### src/rtl/sb_tx_arbiter_pkg.sv
// Shared sideband definitions: message width, arbiter FSM states and the
// default post-transfer idle gap.
package sb_pkg;

  localparam int SB_MSG_W      = 64;
  localparam int SB_GAP_CYCLES = 4;

  typedef enum logic [1:0] {
    IDLE,
    ISSUE,
    WAIT_DONE,
    GAP
  } sb_arb_state_e;

endpackage

### src/rtl/sb_tx_arbiter_rr.sv
// Combinational round-robin picker: the first asserted request after ptr,
// searching upwards modulo NUM_REQ. Shared with the RX dispatcher.
module rr_arbiter #(
  parameter  int NUM_REQ = 4,
  localparam int IW      = (NUM_REQ > 1) ? $clog2(NUM_REQ) : 1
) (
  input  logic [NUM_REQ-1:0] req,
  input  logic [IW-1:0]      ptr,
  output logic [NUM_REQ-1:0] grant,
  output logic [IW-1:0]      idx,
  output logic               any_req
);

  always_comb begin : pick
    int          cand;
    logic        found;
    logic [IW-1:0] cidx;
    grant   = '0;
    idx     = '0;
    any_req = |req;
    found   = 1'b0;
    cand    = 0;
    cidx    = '0;
    // ptr itself is visited last, so the previous owner has lowest priority
    for (int i = 1; i <= NUM_REQ; i++) begin
      cand = (int'(ptr) + i) % NUM_REQ;
      cidx = IW'(cand);
      if (!found && req[cidx]) begin
        found       = 1'b1;
        grant[cidx] = 1'b1;
        idx         = cidx;
      end
    end
  end

endmodule

### src/rtl/sb_tx_arbiter.sv
// Shares the sideband TX serializer between NUM_REQ message sources: one
// message in flight, round-robin grant, done timeout and post-transfer gap.
module sb_tx_arbiter
  import sb_pkg::*;
#(
  parameter int NUM_REQ        = 4,
  parameter int GAP_CYCLES     = SB_GAP_CYCLES,
  parameter int TIMEOUT_CYCLES = 64
) (
  input  logic                        clk_100MHz,
  input  logic                        reset,
  input  logic                        enable_i,
  input  logic [NUM_REQ-1:0]          req_valid_i,
  input  logic [NUM_REQ*SB_MSG_W-1:0] req_data_i,
  output logic [NUM_REQ-1:0]          req_ready_o,
  output logic [SB_MSG_W-1:0]         tx_data_o,
  output logic                        tx_valid_o,
  input  logic                        tx_ready_i,
  input  logic                        tx_done_i,
  output logic [NUM_REQ-1:0]          grant_o,
  output logic                        busy_o,
  output logic                        timeout_err_o,
  output sb_arb_state_e               dbg_state_o
);

  // Handshakes: requester k transfers when req_valid_i[k] & req_ready_o[k]
  // (ready only in IDLE, never during reset); the serializer takes tx_data_o
  // when tx_valid_o & tx_ready_i. Valid may not depend on ready on either side.

  localparam int IW = (NUM_REQ > 1) ? $clog2(NUM_REQ) : 1;
  localparam int GW = (GAP_CYCLES > 0) ? $clog2(GAP_CYCLES + 1) : 1;
  localparam int TW = $clog2(TIMEOUT_CYCLES + 1);

  localparam logic [GW-1:0] GAP_LAST = (GAP_CYCLES > 0) ? GW'(GAP_CYCLES - 1) : '0;
  // Timeout fires on the cycle whose increment would reach TIMEOUT_CYCLES-1.
  localparam logic [TW-1:0] TO_LAST  = (TIMEOUT_CYCLES >= 2) ? TW'(TIMEOUT_CYCLES - 2) : '0;
  localparam sb_arb_state_e AFTER_TX = (GAP_CYCLES > 0) ? GAP : IDLE;

  sb_arb_state_e      state;
  logic [IW-1:0]      rr_ptr;
  logic [GW-1:0]      gap_cnt;
  logic [TW-1:0]      to_cnt;
  logic [NUM_REQ-1:0] arb_grant;
  logic [IW-1:0]      arb_idx;
  logic               arb_any;
  logic               grant_now;

  rr_arbiter #(.NUM_REQ(NUM_REQ)) u_rr (
    .req     (req_valid_i),
    .ptr     (rr_ptr),
    .grant   (arb_grant),
    .idx     (arb_idx),
    .any_req (arb_any)
  );

  assign grant_now   = (state == IDLE) && enable_i && arb_any && !reset;
  assign req_ready_o = grant_now ? arb_grant : '0;
  assign busy_o      = (state != IDLE);
  assign dbg_state_o = state;

  always_ff @(posedge clk_100MHz) begin
    if (reset) begin
      state         <= IDLE;
      rr_ptr        <= IW'(NUM_REQ - 1);
      tx_data_o     <= '0;
      tx_valid_o    <= 1'b0;
      grant_o       <= '0;
      gap_cnt       <= '0;
      to_cnt        <= '0;
      timeout_err_o <= 1'b0;
    end else begin
      case (state)
        IDLE: begin
          if (grant_now) begin
            tx_data_o  <= req_data_i[arb_idx*SB_MSG_W +: SB_MSG_W];
            grant_o    <= arb_grant;
            rr_ptr     <= arb_idx;
            tx_valid_o <= 1'b1;
            state      <= ISSUE;
          end
        end
        ISSUE: begin
          if (tx_ready_i) begin
            tx_valid_o <= 1'b0;
            to_cnt     <= '0;
            state      <= WAIT_DONE;
          end
        end
        WAIT_DONE: begin
          if (tx_done_i || to_cnt == TO_LAST) begin
            if (!tx_done_i) timeout_err_o <= 1'b1;
            gap_cnt <= '0;
            state   <= AFTER_TX;
            if (GAP_CYCLES == 0) grant_o <= '0;
          end else begin
            to_cnt <= to_cnt + 1'b1;
          end
        end
        GAP: begin
          if (gap_cnt == GAP_LAST) begin
            grant_o <= '0;
            state   <= IDLE;
          end else begin
            gap_cnt <= gap_cnt + 1'b1;
          end
        end
        default: state <= IDLE;
      endcase
    end
  end

endmodule

### config.mk
export PLATFORM = sky130hd
export DESIGN_NAME = sb_tx_arbiter
export DESIGN_NICKNAME = d
export VERILOG_FILES = /design/src/rtl/sb_tx_arbiter_pkg.sv /design/src/rtl/sb_tx_arbiter_rr.sv /design/src/rtl/sb_tx_arbiter.sv
export SDC_FILE = /design/constraint.sdc
export NUM_CORES = 1
export LEC_CHECK = 0
export CORE_AREA = 3 3 131 133
export CTS_CLUSTER_DIAMETER = 120
export DETAILED_ROUTE_END_ITERATION = 12
export DIE_AREA = 0 0 134 136
export PLACE_DENSITY_LB_ADDON = 0.2
export SYNTH_ARGS = -nofsm -noshare
export SYNTH_HDL_FRONTEND = slang
export SYNTH_HIERARCHICAL = 1
export SYNTH_SLANG_ARGS = --single-unit
### constraint.sdc
create_clock -name clk_100MHz -period 6.65 [get_ports clk_100MHz]
set_clock_uncertainty 0.1 [all_clocks]
set_input_delay 0.665 -clock clk_100MHz [delete_from_list [all_inputs] [get_ports clk_100MHz]]
set_output_delay 0.665 -clock clk_100MHz [all_outputs]
set_load 0.005 [all_outputs]
## Yosys cells after proc, flatten, opt, wreduce, memory -nomap -nowiden

Cells that the tools add are included.

- Bits of input ports: 265
- Flip-flop bits (word level): 84

- Bitwise operators: 4
- Shift operators: 1
- Eq/ne operators: 11
- Magnitude comparators: 8
- $add $sub $neg: 6
- Muxes and demuxes: 45
- Reduce and logical (&&, ||, !) cells: 29

Operators with widths:

| kind | number |
|---|---|
| $shiftx A256 B9 Y64 | 1 |
| $mux W4 | 7 |
| $mux W2 | 8 |
| $reduce_and A3 Y1 | 5 |
| $mux W7 | 2 |
| $pmux W7 S2 | 1 |
| $mux W1 | 13 |
| $lt A2 B3 Y1 const B | 4 |
| $ne A2 B2 Y1 const B | 6 |
| $or A4 B4 Y4 | 3 |
| $logic_and A1 B1 Y1 | 10 |
| $reduce_bool A2 Y1 | 5 |
| $bmux W1 S2 | 4 |
| $demux W1 S2 | 4 |
| $ge A2 B1 Y1 const B | 4 |
| $pmux W2 S4 | 1 |
| $pmux W4 S2 | 1 |
| $add A7 B1 Y7 const B | 1 |
| $eq A7 B6 Y1 const B | 1 |
| $mux W3 | 2 |
| $pmux W3 S2 | 1 |
| $add A2 B1 Y2 const B | 2 |
| $add A2 B2 Y2 const B | 2 |
| $eq A2 B2 Y1 const B | 2 |
| other kinds (11) | 14 |

## Longest topological paths before layout

Gate-level depths: netlist (run 1).

- Depth in word-level cells: 15
- Mapped depth: 13

## Hierarchy

Netlist (run 1), hierarchy kept.

Modules (own cells, without submodules):

| module | instances | cells each | area each (µm²) |
|---|---|---|---|
| sb_tx_arbiter | 1 | 497 | 4922.2 |
| rr_arbiter | 1 | 70 | 540.5 |

## Least setup slack after synthesis (run 1)

Ideal clock, no wire load.

- Path type: flip-flop to flip-flop
- Start: register rr_ptr[0]
- End: register tx_data_o[11]
- Arrival: 2.978 ns
- Required time: 6.418 ns
- Path buffers: 4
- Cell stages (with the launch flop): 14
- Period minus slack after synthesis: 3.210 ns
- Setup slack: 3.440 ns
- Cells stage by stage: dfxtp_1 buf_6 inv_1 ha_1 clkbuf_1 nor2b_1 a22oi_1 o211ai_1 a21oi_1 buf_4 buf_4 mux4_2 nand2_1 a21oi_1

- Cells in the longest elaborated chain, start to end: 14

Ends and longest elaborated chain:

| element | RTL line | source |
|---|---|---|
| start, declared | sb_tx_arbiter.sv:40 | `logic [IW-1:0] rr_ptr;` |
| start signal, assigned | sb_tx_arbiter.sv:64 | `rr_ptr <= IW'(NUM_REQ - 1);` |
| start signal, assigned | sb_tx_arbiter.sv:77 | `rr_ptr <= arb_idx;` |
| $add A2 B1 Y2 | sb_tx_arbiter_rr.sv:26 | `cand = (int'(ptr) + i) % NUM_REQ;` |
| $bmux W1 S2 | sb_tx_arbiter_rr.sv:28 | `if (!found && req[cidx]) begin` |
| $mux W1 (implied by the code) | sb_tx_arbiter_rr.sv:28 |  |
| $mux W1 | sb_tx_arbiter_rr.sv:28 |  |
| $logic_not A1 Y1 | sb_tx_arbiter_rr.sv:28 |  |
| $logic_and A1 B1 Y1 | sb_tx_arbiter_rr.sv:28 |  |
| $mux W1 | sb_tx_arbiter_rr.sv:28 |  |
| $logic_not A1 Y1 | sb_tx_arbiter_rr.sv:28 |  |
| $logic_and A1 B1 Y1 | sb_tx_arbiter_rr.sv:28 |  |
| $mux W1 | sb_tx_arbiter_rr.sv:28 |  |
| $logic_not A1 Y1 | sb_tx_arbiter_rr.sv:28 |  |
| $logic_and A1 B1 Y1 | sb_tx_arbiter_rr.sv:28 |  |
| $mux W2 * | sb_tx_arbiter_rr.sv:28 |  |
| via arb_idx[0] | sb_tx_arbiter.sv:44 | `logic [IW-1:0] arb_idx;` |
| $shiftx A256 B9 Y64 * | sb_tx_arbiter.sv:75 | `tx_data_o <= req_data_i[arb_idx*SB_MSG_W +: SB_MSG_W];` |
| end signal, assigned | sb_tx_arbiter.sv:75 |  |
| end, declared | sb_tx_arbiter.sv:16 | `output logic [SB_MSG_W-1:0] tx_data_o,` |

Mark *: on every way through the listed nets, which the timed path passes. The rest lies on a longest branch. The select of a mux whose other input is x is not followed.
A chain may end at the register's enable or synchronous reset.

## Final worst setup path (run 1)

- Start: register rr_ptr[0]
- End: output req_ready_o[0]

- Cells in the longest elaborated chain, start to end: 14

Ends and longest elaborated chain:

| element | RTL line | source |
|---|---|---|
| branches (longest 12 deep; another with $lt A2 B3 Y1) | -- |  |
| $mux W4 * | sb_tx_arbiter_rr.sv:28 |  |
| via arb_grant[0] | sb_tx_arbiter.sv:43 | `logic [NUM_REQ-1:0] arb_grant;` |
| $mux W4 * | sb_tx_arbiter.sv:57 | `assign req_ready_o = grant_now ? arb_grant : '0;` |
| end, declared | sb_tx_arbiter.sv:15 | `output logic [NUM_REQ-1:0] req_ready_o,` |

Mark *: on every way through the listed nets, which the timed path passes. The select of a mux whose other input is x is not followed.

==> results.json, run 1 <==
{
  "cts_resized": 0,
  "grt_pass1_vias": 5933,
  "wl_met2_um": 11300,
  "irDropWorstVdd_uv": 219,
  "post-route-min-period_ps": 4340,
  "yosysUniqueCellTypes": 54,
  "synth.cell_area_mm2": 0.00546,
  "antenna_found_initial": 3,
  "crit_end": "req_ready_o[0]",
  "rsz0062_at_grt": "no",
  "fmax_mhz": 231,
  "portBuffers": 341,
  "final_common_cell": "clkdlybuf4s50_1",
  "drc": 0,
  "synth.avg_cell_area_um2": 9.63,
  "drtPass1Iterations": 4,
  "syn_nets": 849,
  "fp.dieArea_mm2": 0.0182,
  "grt_max_degree": 91,
  "synth_top_flop_cell": "dfxtp_1",
  "slew_headroom_pct": 18.8,
  "placementRows": 46,
  "cap_violations": 0,
  "yosys_warnings": 6,
  "final_area_mm2": 0.00928,
  "p_leak_uw": 0.00324,
  "min_period_over_period_pct": 65.2,
  "crit_type": "reg -> out",
  "hp-start": "tx_data_o[3]",
  "wl_per_cell_um": 19.8,
  "r2r_cells": 10,
  "ys_ff_latch": 84,
  "grt_usage_pct": 23.2,
  "ant_nets": 0,
  "wl_met3_um": 1680,
  "start_kind": "flop",
  "core-area_mm2": 0.0159,
  "setup_viol": 0,
  "syn_inst": 567,
  "clock_sinks": 84,
  "nNetsFinal": 1156,
  "cts_max_level": 3,
  "area_growth_pct": 69.8,
  "clk_latency_ps": 340,
  "status": "complete, no violations",
  "grt_first_pass_wirelength_um": 32700,
  "drive_gt1_share_pct": 11.5,
  "required_ps": 5880,
  "cts_tree": "yes",
  "die_w_um": 134,
  "cp.arrival_ps": 3570,
  "cp-end-kind": "output port",
  "io_pins": 342,
  "dp.final_hpwl_um": 17400,
  "p_per_area_mw_per_mm2": 311,
  "worst_slew_pin_slew_ps": 1210,
  "r2r-end": "tx_data_o[38]",
  "gr-total-overflow": 0,
  "start_util_pct": 34.3,
  "synth-edff-count": 0,
  "worst_hold_path_type": "reg -> reg",
  "gp_congestion": 0.903,
  "finalWirelength_um": 21700,
  "ctsHoldBuffers": 0,
  "die_y_um": 136,
  "final_cell_mix": "340 x clkdlybuf4s50_1, 151 x nand2_1, 84 x dfxtp_1, 82 x a21oi_1, 66 x mux4_2",
  "postCtsSetupBuffers": 0,
  "async_reset_ff_share_pct": 0,
  "cts_buffers": 9,
  "ys_seq_area_share_pct": 30.8,
  "placed_cell_area_mm2": 0.00896,
  "clockBufferDepth": 2,
  "cts_root_buffer": "clkbuf_16",
  "vias": 5698,
  "r2r_slack_ps": 2600,
  "topRoutingLayerUsed": "met5",
  "reg2reg_from": "rr_ptr[0]",
  "wl_met1_um": 7910,
  "critPathMaxFanout": 19,
  "finalMaxSlewViolations": 0,
  "antenna_cells": 0,
  "clkTransAtPathRegs_ps": 60,
  "viasPerCell": 5.20,
  "drt_iter0_drc": 269,
  "startpoint": "rr_ptr[0]",
  "finalHoldViolations": 0,
  "tns_ps": 0
}
[cells by family (layout without fill, tap and decap cells)]
group                      Yosys count  in the layout  synth area share (%)
DFF                                 84             84                  30.8
adders and majority gates           17             17                  3.89
buffers and inverters               59            371                  5.43
muxes                               69             69                  27.8
AOI/OAI and AO/OA                  126            126                  14.3
and+or+nand+nor                    212            212                  17.8
[state kept, by name, summed over array words and instances, names as in the netlist]
signal / count
tx_data_o: 64
gap_cnt: 3
rr_ptr: 2
dbg_state_o: 2
timeout_err_o: 1
to_cnt: 7
tx_valid_o: 1
grant_o: 4
[Yosys cell counts (3+ instances only)]
cell type,instances,area [µm²]
clkbuf_1,23,86.3
nand4_1,4,25.0
nand2_1,151,567
buf_4,8,60.1
buf_6,4,45.0
o21ai_0,9,45.0
nand3_1,4,20.0
nor2_1,7,26.3
nand3b_1,9,67.6
nor2b_1,4,25.0
dfxtp_1,84,1680
mux4_2,66,1490
o22ai_1,4,25.0
nand4b_1,3,26.3
nand2b_1,9,56.3
o21ai_1,4,20.0
ha_1,17,213
nor3b_1,7,52.6
a21oi_1,83,415
inv_1,11,41.3
buf_2,12,60.1
a221o_1,4,40.0
[critical path: stages (launching register included)]
cell	delay (ps)
dfxtp_1	750
inv_1	300
ha_1	600
mux4_2	460
nand2_1	130
o21ai_1	60
a221o_1	280
nor3b_1	150
clkdlybuf4s50_1	510
[how the worst min path moves through the flow]
stage	endpoint	slack, ps	depth (start not counted)
floorplan	to_cnt[6]	330	1
global placement	to_cnt[6]	340	1
detailed placement	tx_data_o[51]	350	2
CTS	tx_data_o[51]	360	2
global route	tx_data_o[28]	380	2
finish	tx_data_o[3]	350	2
[per-stage QoR]
stage | worst slack [ps] | hold slack, ps | cells | utilization (%) | power [µW]
2_1_floorplan | 3440 | 327 | 567 | - | 1730
6_report | 2310 | 352 | 1095 | 58.2 | 2880
3_5_place_dp | 2430 | 349 | 1079 | 56.2 | 2380
4_1_cts | 2300 | 357 | 1095 | 58.2 | 2920
5_1_grt | 2110 | 376 | 1095 | 58.2 | 3080
3_3_place_gp | 2580 | 342 | 1079 | 56.2 | 2340
[per-layer routing]
| metal | global-route usage (%) | vias up |
|---|---|---|
| li1 | - | 2683 |
| met1 | 26.2 | 2726 |
| met2 | 41.4 | 244 |
| met3 | 7.33 | 39 |
| met4 | 7.94 | 6 |
| met5 | 0 | - |
[cell type report]
cell class                 count  area (µm²)
tap                          216         270
clock inverter                 4        72.6
timing repair buffer         344        3450
inverter                      11        41.3
sequential                    84        1680
fill                        1344        6670
clock buffer                  12         246
multi-input combinational    424        3520
[where the power goes]
part	total, µW	switching (µW)	internal (µW)	leakage [µW]
combinational	1630	731	897	0.00240
sequential	719	86.8	632	0.000688
clock	533	194	339	0.000153
Note: power is estimated with default switching activity, not from simulation.
==> inputs of run 2 (changes only) <==
CORE_AREA = 3 3 132 134   (was 3 3 131 133)
DIE_AREA = 0 0 135 137   (was 0 0 134 136)
clock period = 4.3 ns   (was 6.65 ns; I/O delays follow)
==> run 2 against run 1 <==
Via count shrank 1.7%. Highest routed layer is now met4. Total power grew 53%. Largest power group unchanged. Critical path type unchanged. Die area grew 1.5%. Largest cell class unchanged. Core utilization shrank 1.5 points. Critical path depth is the same. Sequential share of layout area is essentially flat.
==> results.json, run 2 (synthesized netlist as in run 1, its figures left out) <==
{
  "wl_per_cell_um": 19.4,
  "crit_type": "reg -> out",
  "fin_hold_ws_ps": 351,
  "cpPeakStageDelay_ps": 580,
  "drive_gt1_share_pct": 12.2,
  "p_per_area_mw_per_mm2": 475,
  "start_kind": "flop",
  "clkTransAtPathRegs_ps": 60,
  "grt_util_met2_pct": 37.1,
  "die_y_um": 137,
  "antenna_found_initial": 0,
  "nNetsFinal": 1162,
  "slew_headroom_pct": 33.2,
  "post-route-min-period_ps": 3800,
  "area_growth_pct": 70.1,
  "grt_use_met1_pct": 26.9,
  "cap_violations": 0,
  "setup_viol": 0,
  "clk_latency_ps": 340,
  "antenna_cells": 0,
  "crit_path_top_delay_cell": "ha_1",
  "pre_cts_ws_ps": 815,
  "final_common_cell": "clkdlybuf4s50_1",
  "grt_first_pass_wirelength_um": 30700,
  "drtPass1Iterations": 4,
  "finalHoldViolations": 0,
  "portBuffers": 341,
  "finalWirelength_um": 21500,
  "cts_max_level": 3,
  "dp.cells": 1089,
  "vias": 5600,
  "multi_input_area_mm2": 0.00351,
  "core-area_mm2": 0.0164,
  "tns_ps": 0,
  "worst_slew_pin_slew_ps": 1000,
  "fmax_mhz": 263,
  "rsz0062_at_grt": "no",
  "drt_iter0_drc": 267,
  "drc": 0,
  "largest_reg_flops": 64,
  "viasPerCell": 5.07,
  "cp.arrival_ps": 3270,
  "status": "complete, no violations",
  "path_cells": "inv_1, ha_1, mux4_2, nand2_1, o21ai_1, a221o_1, nor3b_1, clkdlybuf4s50_1",
  "p_leak_uw": 0.00326,
  "gr-total-overflow": 0,
  "postCtsSetupBuffers": 0,
  "grt_max_degree": 91,
  "grt_use_met3_pct": 6.43,
  "required_ps": 3770,
  "final_cell_mix": "340 x clkdlybuf4s50_1, 151 x nand2_1, 84 x dfxtp_1, 82 x a21oi_1, 66 x mux4_2",
  "cts_root_buffer": "clkbuf_16",
  "min_period_over_period_pct": 88.3,
  "cp-end-kind": "output port",
  "clock_sinks": 84,
  "ctsHoldBuffers": 0,
  "cts_buffers": 9,
  "setup_ws_ps": 504,
  "placementRows": 47,
  "cts_tree": "yes",
  "gp_congestion": 0.852,
  "grt_usage_pct": 21.8,
  "cts_resized": 0,
  "regMostFlops": "tx_data_o",
  "start_util_pct": 33.3,
  "fp.dieArea_mm2": 0.0185,
  "critPathMaxFanout": 11,
  "io_pins": 342,
  "ant_nets": 0,
  "fillers": 1462,
  "clockBufferDepth": 2,
  "ff_latch_area_mm2": 0.00168,
  "grt_pass1_vias": 5438,
  "finalMaxSlewViolations": 0,
  "irDropWorstVdd_uv": 213,
  "reg_top3": "tx_data_o x64, to_cnt x7, grant_o x4",
  "dp.final_hpwl_um": 16900,
  "grt.busiest_layer": "met2",
  "die_w_um": 135,
  "worst_hold_path_type": "reg -> reg",
  "layout.cells.non_filler": 1105
}
[run 2: area by class of cell]
class,instances,area share [%]
multi-input cells,424,37.8
repair buffers,350,37.6
flip-flops and latches,84,18.1
well taps,220,2.96
clock buffers,10,2.46
clock inverters,6,0.700
inverters,11,0.444
[run 2: final timing paths]
check,startpoint,endpoint,slack (ps),cells after the start
max reg2reg,rr_ptr[1],tx_data_o[45],810,10
min reg2reg,tx_data_o[46],tx_data_o[46],350,2
max,rr_ptr[1],req_ready_o[0],500,8
min,tx_data_o[46],tx_data_o[46],350,2
[run 2: power breakdown]
group / leakage, µW / internal (µW) / switching [µW] / total, µW
sequential: 0.000688 / 977 / 123 / 1100
clock: 0.000142 / 450 / 331 / 782
combinational: 0.00243 / 1400 / 1130 / 2530
[run 2: per-stage QoR]
| stage | util [%] | area [µm²] | total power (µW) |
|---|---|---|---|
| 3_5_place_dp | 54.8 | 9000 | 3690 |
| 2_1_floorplan | - | 5460 | 2680 |
| 4_1_cts | 56.6 | 9290 | 4480 |
| 3_3_place_gp | 54.8 | 9000 | 3670 |
| 5_1_grt | 56.6 | 9290 | 4710 |
| 6_report | 56.6 | 9290 | 4410 |
[run 2: layer usage]
| metal | vias up | part of all wire (%) |
|---|---|---|
| li1 | 2707 | - |
| met1 | 2651 | 39 |
| met2 | 218 | 51 |
| met3 | 24 | 8.4 |
| met4 | 0 | 1.8 |
| met5 | - | 0 |
[run 2: critical path: cells and delay by family, from the launching register on]
| family | cells | cell delay [ps] |
|---|---|---|
| flops | 1 | 540 |
| mux | 1 | 450 |
| fa+ha+maj | 1 | 580 |
| simple gates | 2 | 250 |
| buf+inv | 2 | 730 |
| compound gates | 2 | 370 |
==> inputs of run 3 (changes only) <==
GPL_TIMING_DRIVEN = 0   (was default)
TNS_END_PERCENT = 50   (was default)
==> run 3 against run 2 <==
Critical path depth rose by 2. First-iteration DRC count rose by 36%. Wire length rose by 3.5%. Final cell count rose by 3.4%. Count of clock-buffer cells in the layout rose by 1. Cell area rose by 1.6%. Largest power group unchanged. Combinational power rose by 4%. Setup slack got worse by 260 ps. Total power rose by 2.5%. Via count rose by 4.2%. Core utilization rose by 0.92 points. Clock power rose by 0.9%.
==> results.json, run 3 (synthesized netlist as in run 1, its figures left out) <==
{
  "status": "complete, no violations",
  "cts_root_buffer": "clkbuf_16",
  "cpPeakStageDelay_ps": 600,
  "hp-start": "reset",
  "cp-end-kind": "output port",
  "rsz0062_at_grt": "no",
  "irDropWorstVdd_uv": 250,
  "grt_first_pass_wirelength_um": 31700,
  "portBuffers": 340,
  "drive_gt1_share_pct": 12.8,
  "nNetsFinal": 1200,
  "regMostFlops": "tx_data_o",
  "startpoint": "rr_ptr[0]",
  "cap_violations": 0,
  "worst_hold_path_type": "in -> reg",
  "antenna_cells": 0,
  "viasPerCell": 5.10,
  "grt_util_met2_pct": 39.5,
  "cts_tree": "yes",
  "vias": 5833,
  "cts_buffers": 9,
  "final_cell_mix": "340 x clkdlybuf4s50_1, 151 x nand2_1, 84 x dfxtp_1, 83 x a21oi_1, 66 x mux4_2",
  "start_util_pct": 33.3,
  "grt_pass1_vias": 5676,
  "drtPass1Iterations": 5,
  "crit_buf_inv": 4,
  "cts_resized": 0,
  "worst_slew_pin_slew_ps": 854,
  "crit_family": "buffers and inverters",
  "p_per_area_mw_per_mm2": 479,
  "setup_viol": 0,
  "ant_nets": 0,
  "grt_use_met1_pct": 28.2,
  "crit_type": "reg -> out",
  "min_period_over_period_pct": 94.2,
  "clkTransAtPathRegs_ps": 60,
  "die_w_um": 135,
  "cp.arrival_ps": 3520,
  "required_ps": 3770,
  "start_kind": "flop",
  "slew_headroom_pct": 43.0,
  "clock_sinks": 84,
  "path_cells": "buf_6, inv_1, ha_1, clkbuf_1, mux4_2, nand2_1, o21ai_1, a221o_1, nor3b_1, clkdlybuf4s50_1",
  "area_growth_pct": 72.9,
  "crit_path_top_delay_cell": "dfxtp_1",
  "postCtsSetupBuffers": 0,
  "io_pins": 342,
  "cts_max_level": 3,
  "drc": 0,
  "gr-total-overflow": 0,
  "wl_per_cell_um": 19.4,
  "tns_ps": 0,
  "final_common_cell": "clkdlybuf4s50_1",
  "largest_reg_flops": 64,
  "clockBufferDepth": 2,
  "power.total_uw": 4520,
  "grt_usage_pct": 22.7,
  "ctsHoldBuffers": 0,
  "finalHoldViolations": 0,
  "critPathMaxFanout": 10,
  "fmax_mhz": 247,
  "core-area_mm2": 0.0164,
  "drt_iter0_drc": 363,
  "grt.busiest_layer": "met2",
  "finalWirelength_um": 22200,
  "finalMaxSlewViolations": 0,
  "dp.final_hpwl_um": 18700,
  "reg_top3": "tx_data_o x64, to_cnt x7, grant_o x4",
  "p_leak_uw": 0.00335,
  "antenna_found_initial": 1,
  "reg2reg_from": "rr_ptr[0]",
  "fp.dieArea_mm2": 0.0185,
  "grt_max_degree": 15,
  "grt_use_met3_pct": 6.58,
  "placementRows": 47,
  "post-route-min-period_ps": 4050,
  "die_y_um": 137,
  "gp_congestion": 0.847,
  "clk_latency_ps": 330
}
==> run 3: worst reg2reg max path: cells and delay by family (launching register included) <==
kind,cells,cell delay [ps]
muxes,1,570
adders and majority gates,1,300
buffers and inverters,5,1290
and+or+nand+nor,2,270
DFF,1,600
AOI/OAI and AO/OA,4,600
==> run 3: stage by stage <==
step / util [%] / area, µm² / std cells / hold slack (ps) / worst slack, ps
after floorplan: - / 5460 / 567 / 327 / 1090
after global placement: 55.7 / 9140 / 1127 / 341 / 476
after detailed placement: 55.7 / 9140 / 1127 / 346 / 448
after CTS: 57.6 / 9440 / 1143 / 302 / 250
after global routing: 57.6 / 9440 / 1143 / 323 / 47.4
final: 57.6 / 9440 / 1143 / 325 / 248
==> run 3: layout make-up <==
type,instances,area [µm²]
Multi-Input combinational cell,424,3480
Timing Repair Buffer,340,3400
Buffer,48,255
Sequential cell,84,1680
Clock inverter,5,58.8
Inverter,11,41.3
Clock buffer,11,243
Tap cell,220,275
Fill cell,1477,6960
==> run 3: path summary, 6_finish.rpt <==
| kind | endpoint | slack [ps] | cells past startpoint |
|---|---|---|---|
| max | req_ready_o[2] | 250 | 10 |
| min | to_cnt[4] | 320 | 3 |
| max reg2reg | tx_data_o[52] | 440 | 13 |
| min reg2reg | tx_data_o[32] | 350 | 2 |
==> run 3: report_power, final <==
group	leakage, µW	internal [µW]	total (µW)	switching [µW]
logic	0.00252	1430	2630	1200
registers	0.000688	977	1110	133
clock network	0.000142	467	789	321
==> run 3: layer usage <==
layer / wire length [µm] / vias to the layer above
met3: 1470 / 22
met1: 9040 / 2792
met2: 11400 / 235
li1: - / 2782
met5: 13 / -
met4: 284 / 2
